===== src/rtl/instr_mem_loader.sv =====
// Packs the UART byte stream into instruction words for the imem load port.
// Optional idle-timeout abort is enabled with LOADER_TIMEOUT_EN.
module instr_mem_loader #(
  parameter int DATA_WIDTH = 32,
  parameter int BYTE_WIDTH = 8,
  parameter int ADDR_BITS = 10,
  parameter int MAX_WORDS = 1024,
  parameter logic [DATA_WIDTH-1:0] HALT_WORD = 32'hFFFFFFFF,
  parameter int TIMEOUT_CYCLES = 100000
) (
  input  logic                  i_clock,
  input  logic                  i_reset,
  input  logic                  i_start,
  input  logic [BYTE_WIDTH-1:0] i_rx_data,
  input  logic                  i_rx_valid,
  output logic                  o_write_enable,
  output logic [ADDR_BITS-1:0]  o_write_addr,
  output logic [DATA_WIDTH-1:0] o_data,
  output logic                  o_busy,
  output logic                  o_done,
  output logic                  o_overflow,
`ifdef LOADER_TIMEOUT_EN
  output logic                  o_error,
`endif
  output logic [ADDR_BITS:0]    o_word_count
);

  localparam int BYTES = DATA_WIDTH / BYTE_WIDTH;
  localparam int BCW = (BYTES > 1) ? $clog2(BYTES) : 1;
  localparam logic [BCW-1:0] LAST_BYTE = BCW'(BYTES - 1);
  localparam logic [ADDR_BITS-1:0] LAST_ADDR =
    ADDR_BITS'(MAX_WORDS - 1);

  typedef enum logic [1:0] {
    S_IDLE,
    S_LOAD,
    S_DONE
  } state_t;

  state_t state_q, state_d;

  logic                  we_q, we_d;
  logic [ADDR_BITS-1:0]  addr_q, addr_d;
  logic [DATA_WIDTH-1:0] data_q, data_d;
  logic [DATA_WIDTH-1:0] shift_q, shift_d;
  logic [BCW-1:0]        bcnt_q, bcnt_d;
  logic [ADDR_BITS:0]    cnt_q, cnt_d;
  logic                  busy_q, busy_d;
  logic                  done_q, done_d;
  logic                  ovf_q, ovf_d;
  logic                  is_halt;
  logic                  wr_last;

`ifdef LOADER_TIMEOUT_EN
  localparam int TW = $clog2(TIMEOUT_CYCLES + 1);
  localparam logic [TW-1:0] TMO_LAST = TW'(TIMEOUT_CYCLES - 1);
  logic          err_q, err_d;
  logic [TW-1:0] tmr_q, tmr_d;
`endif

  assign is_halt = (data_q == HALT_WORD);
  // The word on the bus this cycle ends the load.
  assign wr_last = we_q && (is_halt || addr_q == LAST_ADDR);

  always_ff @(posedge i_clock) begin
    if (!i_reset) begin
      state_q <= S_IDLE;
      we_q    <= 1'b0;
      addr_q  <= '0;
      data_q  <= '0;
      shift_q <= '0;
      bcnt_q  <= '0;
      cnt_q   <= '0;
      busy_q  <= 1'b0;
      done_q  <= 1'b0;
      ovf_q   <= 1'b0;
`ifdef LOADER_TIMEOUT_EN
      err_q   <= 1'b0;
      tmr_q   <= '0;
`endif
    end else begin
      state_q <= state_d;
      we_q    <= we_d;
      addr_q  <= addr_d;
      data_q  <= data_d;
      shift_q <= shift_d;
      bcnt_q  <= bcnt_d;
      cnt_q   <= cnt_d;
      busy_q  <= busy_d;
      done_q  <= done_d;
      ovf_q   <= ovf_d;
`ifdef LOADER_TIMEOUT_EN
      err_q   <= err_d;
      tmr_q   <= tmr_d;
`endif
    end
  end

  always_comb begin
    state_d = state_q;
    we_d    = 1'b0;
    addr_d  = addr_q;
    data_d  = data_q;
    shift_d = shift_q;
    bcnt_d  = bcnt_q;
    cnt_d   = cnt_q;
    busy_d  = busy_q;
    done_d  = done_q;
    ovf_d   = ovf_q;
`ifdef LOADER_TIMEOUT_EN
    err_d   = err_q;
    tmr_d   = tmr_q;
`endif
    unique case (state_q)
      S_IDLE, S_DONE: begin
        if (i_start) begin
          state_d = S_LOAD;
          addr_d  = '0;
          shift_d = '0;
          bcnt_d  = '0;
          cnt_d   = '0;
          busy_d  = 1'b1;
          done_d  = 1'b0;
          ovf_d   = 1'b0;
`ifdef LOADER_TIMEOUT_EN
          err_d   = 1'b0;
          tmr_d   = '0;
`endif
        end
      end
      S_LOAD: begin
        // Count and address advance once the strobe has been seen.
        if (we_q) begin
          cnt_d = cnt_q + 1'b1;
          if (addr_q != LAST_ADDR) begin
            addr_d = addr_q + 1'b1;
          end
        end
        if (wr_last) begin
          state_d = S_DONE;
          busy_d  = 1'b0;
          done_d  = 1'b1;
          ovf_d   = !is_halt;
        end else if (i_rx_valid) begin
          shift_d = {shift_q[DATA_WIDTH-BYTE_WIDTH-1:0], i_rx_data};
`ifdef LOADER_TIMEOUT_EN
          tmr_d   = '0;
`endif
          if (bcnt_q == LAST_BYTE) begin
            we_d   = 1'b1;
            data_d = shift_d;
            bcnt_d = '0;
          end else begin
            bcnt_d = bcnt_q + 1'b1;
          end
        end
`ifdef LOADER_TIMEOUT_EN
        else if (tmr_q == TMO_LAST) begin
          state_d = S_DONE;
          busy_d  = 1'b0;
          done_d  = 1'b1;
          err_d   = 1'b1;
          bcnt_d  = '0;
          tmr_d   = '0;
        end else begin
          tmr_d = tmr_q + 1'b1;
        end
`endif
      end
      default: state_d = S_IDLE;
    endcase
  end

  assign o_write_enable = we_q;
  assign o_write_addr   = addr_q;
  assign o_data         = data_q;
  assign o_busy         = busy_q;
  assign o_done         = done_q;
  assign o_overflow     = ovf_q;
  assign o_word_count   = cnt_q;
`ifdef LOADER_TIMEOUT_EN
  assign o_error        = err_q;
`endif

endmodule

===== config.mk =====
export PLATFORM = sky130hd
export DESIGN_NAME = instr_mem_loader
export DESIGN_NICKNAME = d
export VERILOG_FILES = /design/src/rtl/instr_mem_loader.sv
export SDC_FILE = /design/constraint.sdc
export NUM_CORES = 1
export LEC_CHECK = 0
export BUFFER_PORTS_ARGS = -buffer_cell sky130_fd_sc_hd__buf_4
export CAP_MARGIN = 30
export CORE_MARGIN = 5
export CORE_UTILIZATION = 58
export CTS_CLUSTER_DIAMETER = 60
export DETAILED_ROUTE_END_ITERATION = 8
export PLACE_DENSITY = 0.89
export SYNTH_ARGS = -nofsm -noshare
export SYNTH_HDL_FRONTEND = slang
export SYNTH_SLANG_ARGS = --single-unit

===== constraint.sdc =====
create_clock -name i_clock -period 3.6 [get_ports i_clock]
set_clock_uncertainty 0.1 [all_clocks]
set_input_delay 0.72 -clock i_clock [delete_from_list [all_inputs] [get_ports i_clock]]
set_output_delay 0.72 -clock i_clock [all_outputs]
set_load 0.005 [all_outputs]

Word-level counts from Yosys, hierarchy flattened. Index checks and enable logic that the tools add are counted. Widths: inputs -> output; s select.

Register bits: 85. Bits in latches: 0. Bits in writable memories: 0. Bits in read-only memories: 0. Input port bits: 12. Output and inout port bits: 57. Logic and storage cells: 70. Memories kept: 0.

Add/subtract/negate cells: 3. Multipliers: 0. Divide/modulo/power cells: 0. $lt $le $gt $ge: 0. Equality and inequality tests: 12. Shifts and indexed selects: 0. Muxes and demuxes: 28. Bitwise gates (word level): 4. Reductions and logical operators: 13.

Operator list (count): $mux 24 (3); $pmux 24 s2 (1); $eq 32x32->1 const B (1); $mux 10 (3); $mux 11 (2); $pmux 11 s2 (1); $pmux 10 s2 (1); $mux 2 (6); $ne 2x2->1 const B (6); $reduce_and 4->1 (3); $add 11x1->11 const B (1); $add 10x1->10 const B (1); $eq 10x10->1 const B (1); $ne 10x10->1 const B (1); $pmux 2 s2 (2); $mux 1 (6); $pmux 1 s2 (3); $reduce_and 3->1 (2); $eq 2x2->1 const B (2); $not 1->1 (4); $reduce_or 4->1 (1); $add 2x1->2 const B (1); $eq 2x1->1 const B (1); $logic_not 2->1 (1); 6 further kinds (6).

Depth between registers and ports, before layout. Gate-level depths: netlist (run 1).

Depth after elaboration: 5. Depth in mapped cells: 8. Gate-level depth less buffers: 6.

Worst setup path after synthesis (run 1). Ideal clock, no wire load.

Path type: input -> register. From: input port i_start. To: register cnt_q[10], in the netlist o_word_count[10]. Setup time: 0.072 ns. Arrival: 1.809 ns. Data required time: 3.428 ns. Path slack: 1.620 ns. Stages: 5. Buffers on the path: 0. Path through: nor2b_1 > nor2_1 > nand4bb_1 > or3_1 > a21oi_1.

Longest elaborated chain between the ends: 2.

Ends and longest elaborated chain: from (decl) (RTL line 13) `input logic i_start,`; $ne 2x2->1 (no line); $reduce_and 3->1 (no line); to (signal assigned) (RTL line 88) `cnt_q <= cnt_d;`; to (decl) (RTL line 47) `logic [ADDR_BITS:0] cnt_q, cnt_d;`.

No other way between the ends. A chain may end at the register's enable or synchronous reset.

Worst setup path in the final report (run 1).
From: register addr_q[0], in the netlist o_write_addr[0]. To: register shift_q[0].

Longest elaborated chain between the ends: 5.

Ends and longest elaborated chain: from (decl) (RTL line 43) `logic [ADDR_BITS-1:0] addr_q, addr_d;`; from (signal assigned) (RTL line 84) `addr_q <= addr_d;`; $eq 10x10->1 (RTL line 63) `assign wr_last = we_q && (is_halt || addr_q == LAST_ADDR);`; $logic_or 1x1->1 (RTL line 63); $logic_and 1x1->1 (RTL line 63); $ne 2x2->1 (no line); $reduce_and 4->1 (no line); to (signal assigned) (RTL line 86) `shift_q <= shift_d;`; to (decl) (RTL line 45) `logic [DATA_WIDTH-1:0] shift_q, shift_d;`.

No other way between the ends.

==> results of run 1 <==
## layer usage
metal | global-route usage (%) | share of wire, %
met2 | 39.2 | 53
met4 | 8.49 | 1.9
met1 | 25.2 | 40
met5 | 0 | 0
met3 | 5.09 | 4.9
## cell type report
class                           count  area share (%)
Tap cell                           72            2.21
Clock buffer                        9            3.04
Timing Repair Buffer               70            13.2
Inverter                            4           0.369
Clock inverter                      7            1.97
Multi-Input combinational cell    244            37.4
Sequential cell                    85            41.8
## cell usage after synthesis (3+ instances only)
| cell type | number |
|---|---|
| nor2_1 | 20 |
| or3_1 | 5 |
| nor3_1 | 3 |
| o21ai_0 | 7 |
| nand4_1 | 9 |
| nand3_1 | 11 |
| o22ai_1 | 25 |
| inv_1 | 4 |
| buf_2 | 3 |
| dfxtp_1 | 85 |
| ha_1 | 3 |
| mux2i_1 | 33 |
| buf_6 | 6 |
| nand2_1 | 76 |
| a21oi_1 | 10 |
| clkbuf_1 | 10 |
| xnor2_1 | 10 |
| xor2_1 | 3 |
## critical path, delay by kind of cell (launching register included)
kind            cells  cell delay, ns
simple gates        2            0.30
compound gates      3            1.36
fa+ha+maj           1            0.23
flops               1            0.36
## cells by family after synthesis
family	count (synthesis)	share of synthesized area (%)
compound gates	56	11.7
mux	33	9.84
buf+inv	23	4.03
flops	85	50.7
fa+ha+maj	3	1.12
xor+xnor	13	3.39
simple gates	139	19.3
## flip-flops by register name, summed over array words and instances (netlist names), 2 cells and up
| register | count |
|---|---|
| o_data | 32 |
| shift_q | 24 |
| o_word_count | 11 |
| o_write_addr | 10 |
| bcnt_q | 2 |
| state_q | 2 |
## power breakdown
part | internal, W | total (W) | switching, W
Clock | 0.000329 | 0.000691 | 0.000362
Combinational | 0.0000209 | 0.0000694 | 0.0000485
Sequential | 0.000946 | 0.000949 | 0.00000316
Total | 0.00130 | 0.00171 | 0.000413
## final timing paths
check	start	to	slack, ns	depth (start not counted)
min	shift_q[22]$_SDFFE_PN0P_	shift_q[22]$_SDFFE_PN0P_	0.38	2
max	o_write_addr[0]$_SDFFE_PN0P_	shift_q[0]$_SDFFE_PN0P_	1.08	6
max reg2reg	o_write_addr[0]$_SDFFE_PN0P_	shift_q[0]$_SDFFE_PN0P_	1.08	6
min reg2reg	shift_q[22]$_SDFFE_PN0P_	shift_q[22]$_SDFFE_PN0P_	0.38	2
## metrics by stage
step | power (W) | hold slack [ns] | worst slack (ns)
CTS | 0.00172 | 0.379 | 1.09
global placement | 0.00104 | 0.357 | 1.19
global route | 0.00177 | 0.401 | 0.935
detailed placement | 0.00104 | 0.366 | 1.11
finish | 0.00171 | 0.383 | 1.08
floorplan | 0.00102 | 0.343 | 1.62
==> out/qor.csv, run 1 <==
stage;metric;value;unit
clock_tree;clock tree sinks;85;
critical_path;Critical Path RT;3.69;ns
detailed_routing;ANT nets after route;0;
sta;Sum Neg Setup Slack;0;ns
global_routing;largest net degree at the start of global routing;40;
pwr;maximum vdd drop;331;uV
placement;HPWL after detailed placement;5.44;mm
finish;commonest non-fill, non-tap cell in the layout;dfxtp_1;
global_routing;GRT Util Overall;22.0;%
sta;Hold Vio Cnt, Final;0;
detailed_routing;DR vias;2811;
synth;Cell Area, Synth;0.00336;sq mm
global_routing;antenna violations before repair;0;
synth;area leader, netlist;dfxtp_1;
die;Core Box Area;0.00557;sq mm
pwr;total power divided by cell area;420;mW/mm^2
finish;FF/Latch Area;0.00170;sq mm
global_routing;first-pass GRT wire length;12.8;mm
critical_path;critical path data arrival time;2.61;ns
finish;Net count, final;429;
synth;Post-Syn Area per Cell;9.54;sq um
clock_tree;postcts setup bufs;0;
finish;multi-input logic area;0.00152;sq mm
critical_path;Worst path slowest cell;o22a_1;
placement;area post-placement;0.00386;sq mm
clock_tree;number of CTS-inserted buffers;9;
detailed_routing;via/cell ratio;5.73;
detailed_routing;Iter 0 DRT Violations;154;
pwr;leakage power;1.72;nW
placement;GP Congestion;0.781;
finish;fraction of layout cells with a size suffix above 1;22.9;%
finish;Finished Layout Cells;491;
synth;fraction of registers with async set or reset after synthesis;0;%
die;# rows;27;
job;maxcap violations;0;
synth;Post-Syn Instances;352;
sta;final slew viol count;0;
clock_tree;Max clock buf depth;2;
synth;number of enable flip-flop cells after synthesis;0;
outcome;outcome;completed;
die;Initial Utilization;60.2;%
hold_path;min-delay worst type;flop to flop;
placement;I/O Buffers;68;
finish;Inserted Diodes;0;
die;DIE AREA;0.00741;sq mm
clock_tree;TritonCTS clock tree;built;
placement;Placed Cells incl. Taps;475;
synth;post-synthesis cell type count;43;
die;# IOs;69;
sta;Final Cycle Share;70.0;%
die;Die Y-Extent;86.1;um
sta;Worst Max-Slew Pin Slew;1.02;ns
sta;Final Setup Violations;0;
detailed_routing;DRT Wirelength;8.01;mm
critical_path;Worst Path Class, Setup;flop to flop;
die;Die Span X;86.1;um
finish;Core Util, Final;73.0;%
synth;largest cells by area after synthesis;dfxtp_1 51%, mux2i_1 9.8%, nand2_1 8.5%, o22ai_1 4.7%, xnor2_1 2.6%;
critical_path;Critical Path Sink Type;flop;
clock_tree;htree depth;3;
synth;#FFs+latches synth;85;
critical_path;critical path, cell by cell;ha_1 > nand2_1 > nor3_2 > a21oi_2 > o22a_1 > o22ai_1;
sta;Max-Slew Margin vs Limit;31.7;%
detailed_routing;1st-pass router iterations;4;
critical_path;crit path max fanout;26;
global_routing;GR Overflow Total;0;
finish;cell area after layout;0.00407;sq mm
critical_path;Startpoint Class;flop;
sta;RSZ-0062 raised after global routing;no;
global_routing;number of global-route vias before repair;2646;
synth;sequential-to-total area share from yosys stat;50.7;%
critical_path;Worst path max stage delay;0.85;ns
sta;maximum clock rate;397;MHz
synth;dominant synthesized flop cell;dfxtp_1;
clock_tree;Reg clk slew, reported paths;0.09;ns
detailed_routing;DR WL/cell;16.3;um
sta;min cycle time layout;2.52;ns
detailed_routing;DRC violations left;0;
finish;area grow syn2layout;21.2;%
synth;syn nets;367;
clock_tree;CTS Root Cell;clkbuf_8;
finish;Layout fillers;413;
clock_tree;worst skew pair latency;0.37;ns
synth;YS warnings;0;
clock_tree;Post-CTS Resized;0;
synth;area share of the largest cell type after synthesis;50.7;%
clock_tree;Hold-fix buffers, CTS;0;
finish;most frequent cells in the layout;85 x dfxtp_1, 76 x nand2_1, 69 x buf_4, 33 x mux2i_1, 25 x o22ai_1;
(Power assumes the default switching activity.)
==> run 2: changes to the inputs <==
--- a/config.mk
+++ b/config.mk
@@ -8,10 +8,10 @@
 export BUFFER_PORTS_ARGS = -buffer_cell sky130_fd_sc_hd__buf_4
 export CAP_MARGIN = 30
 export CORE_MARGIN = 5
-export CORE_UTILIZATION = 58
+export CORE_UTILIZATION = 54
 export CTS_CLUSTER_DIAMETER = 60
 export DETAILED_ROUTE_END_ITERATION = 8
-export PLACE_DENSITY = 0.89
+export PLACE_DENSITY = 0.84
 export SYNTH_ARGS = -nofsm -noshare
 export SYNTH_HDL_FRONTEND = slang
 export SYNTH_SLANG_ARGS = --single-unit
==> constraint.sdc (replaced) <==
create_clock -name i_clock -period 2.58 [get_ports i_clock]
set_clock_uncertainty 0.1 [all_clocks]
set_input_delay 0.516 -clock i_clock [delete_from_list [all_inputs] [get_ports i_clock]]
set_output_delay 0.516 -clock i_clock [all_outputs]
set_load 0.005 [all_outputs]
==> run 2 against run 1 <==
Setup slack lost 0.59 ns. Via count down 2.1%. Flip-flop and latch count is the same. Register-to-register slack got worse by 0.59 ns. Clock-buffer cell count unchanged. Critical path depth is the same. Core utilization is 4.4 points lower. Fmax grew 21%. Wire length fell by 5.1%. Sequential power up 39%.
==> out/qor.csv, run 2 (same netlist as run 1, synthesis figures left out) <==
stage;metric;value;unit
detailed_routing;1st-pass router iterations;4;
die;Die Span X;88.8;um
finish;Net count, final;433;
job;maxcap violations;0;
die;Initial Utilization;56.0;%
critical_path;Critical Path Sink Type;flop;
sta;RSZ-0062 raised after global routing;no;
finish;cell area after layout;0.00411;sq mm
critical_path;Critical Path RT;2.75;ns
global_routing;largest net degree at the start of global routing;42;
clock_tree;Reg clk slew, reported paths;0.09;ns
detailed_routing;Iter 0 DRT Violations;151;
critical_path;R2R Path End;o_data[0]$_SDFFE_PN0P_;
sta;Max-Slew Margin vs Limit;60.6;%
sta;min cycle time layout;2.09;ns
critical_path;critical path data arrival time;2.26;ns
critical_path;origin of the critical flop-to-flop path;o_data[22]$_SDFFE_PN0P_;
placement;GP Congestion;0.837;
clock_tree;CTS Root Cell;clkbuf_8;
finish;max FFs per register;32;
detailed_routing;DR vias;2752;
clock_tree;Post-CTS Resized;0;
finish;fraction of layout cells with a size suffix above 1;23.6;%
placement;HPWL after detailed placement;5.40;mm
finish;area grow syn2layout;22.4;%
pwr;total power;0.00237;W
global_routing;antenna violations before repair;0;
critical_path;Reg2Reg Setup Slack;0.49;ns
finish;commonest non-fill, non-tap cell in the layout;dfxtp_1;
placement;Placed Cells incl. Taps;482;
sta;Final Cycle Share;80.8;%
clock_tree;htree depth;3;
clock_tree;postcts setup bufs;0;
sta;Sum Neg Setup Slack;0;ns
critical_path;Startpoint Class;flop;
sta;Worst Max-Slew Pin Slew;0.590;ns
hold_path;min-delay src;i_rx_data[5];
sta;maximum clock rate;479;MHz
finish;Inserted Diodes;0;
hold_path;Hold Path Cell Cnt;3;
global_routing;GRT Util Overall;20.1;%
die;Die Y-Extent;88.8;um
clock_tree;Hold-fix buffers, CTS;0;
clock_tree;clock tree sinks;85;
hold_path;min-delay worst type;input pin to flop;
sta;final slew viol count;0;
hold_path;WHS Endpoint;o_data[5]$_SDFFE_PN0P_;
global_routing;first-pass GRT wire length;12.4;mm
detailed_routing;DR WL/cell;15.3;um
clock_tree;Max clock buf depth;2;
sta;Final Setup Violations;0;
critical_path;Worst Path Class, Setup;flop to flop;
placement;I/O Buffers;68;
pwr;total power divided by cell area;575;mW/mm^2
clock_tree;TritonCTS clock tree;built;
finish;Finished Layout Cells;498;
detailed_routing;DRC violations left;0;
clock_tree;worst skew pair latency;0.35;ns
global_routing;number of global-route vias before repair;2733;
global_routing;GR Overflow Total;0;
outcome;outcome;completed;
critical_path;reg2reg path depth;6;
pwr;leakage power;1.74;nW
detailed_routing;ANT nets after route;0;
pwr;maximum vdd drop;365;uV
die;Core Box Area;0.00599;sq mm
detailed_routing;DRT Wirelength;7.60;mm
detailed_routing;via/cell ratio;5.53;
die;# IOs;69;
die;DIE AREA;0.00789;sq mm
placement;area post-placement;0.00391;sq mm
critical_path;crit path max fanout;25;
die;# rows;28;
sta;Hold Vio Cnt, Final;0;
finish;most frequent cells in the layout;85 x dfxtp_1, 76 x nand2_1, 72 x buf_4, 33 x mux2i_1, 25 x o22ai_1;
clock_tree;number of CTS-inserted buffers;9;
run 2: through the flow:
step	hold WS, ns	utilization [%]	setup slack [ns]
finish	0.357	68.6	0.494
global route	0.351	68.6	0.349
CTS	0.348	68.6	0.511
detailed placement	0.365	65.3	0.454
global placement	0.357	65.3	0.567
floorplan	0.343	-	0.734
run 2: area by class of cell:
cell class,instances,area [sq um]
sequential,85,1700
tap,75,93.8
fill,469,1880
multi-input combinational,244,1520
clock inverter,7,75.1
inverter,4,15.0
clock buffer,9,124
timing repair buffer,74,581
run 2: layer usage:
metal | wire (um) | track usage (%) | vias up
met2 | 3950 | 34.7 | 49
li1 | - | - | 1372
met5 | 0 | 0 | -
met1 | 3250 | 24.1 | 1327
met4 | 36 | 5.22 | 0
met3 | 370 | 6.24 | 4
run 2: worst max-delay path by stage:
stage	from	to	slack, ns	cells after the start
after CTS	o_data[15]$_SDFFE_PN0P_	o_data[0]$_SDFFE_PN0P_	0.51	6
after global placement	i_start	o_word_count[10]$_SDFFE_PN0P_	0.57	6
after detailed placement	i_start	o_word_count[8]$_SDFFE_PN0P_	0.45	6
after global routing	o_write_addr[1]$_SDFFE_PN0P_	o_data[16]$_SDFFE_PN0P_	0.35	7
final	o_data[22]$_SDFFE_PN0P_	o_data[0]$_SDFFE_PN0P_	0.49	6
after floorplan	o_write_addr[0]$_SDFFE_PN0P_	o_data[10]$_SDFFE_PN0P_	0.73	7
run 2: worst max-delay path, stage by stage, from the launching register on:
cell      delay (ns)
dfxtp_1         0.39
nand4_1         0.12
nor4_2          0.48
a21oi_2         0.20
o211ai_4        0.24
buf_12          0.25
mux2i_1         0.22
run 2: power by group:
group          total (W)  internal [W]  switching, W
Sequential       0.00132       0.00132    0.00000401
Clock           0.000941      0.000450      0.000491
Combinational   0.000100     0.0000339     0.0000664
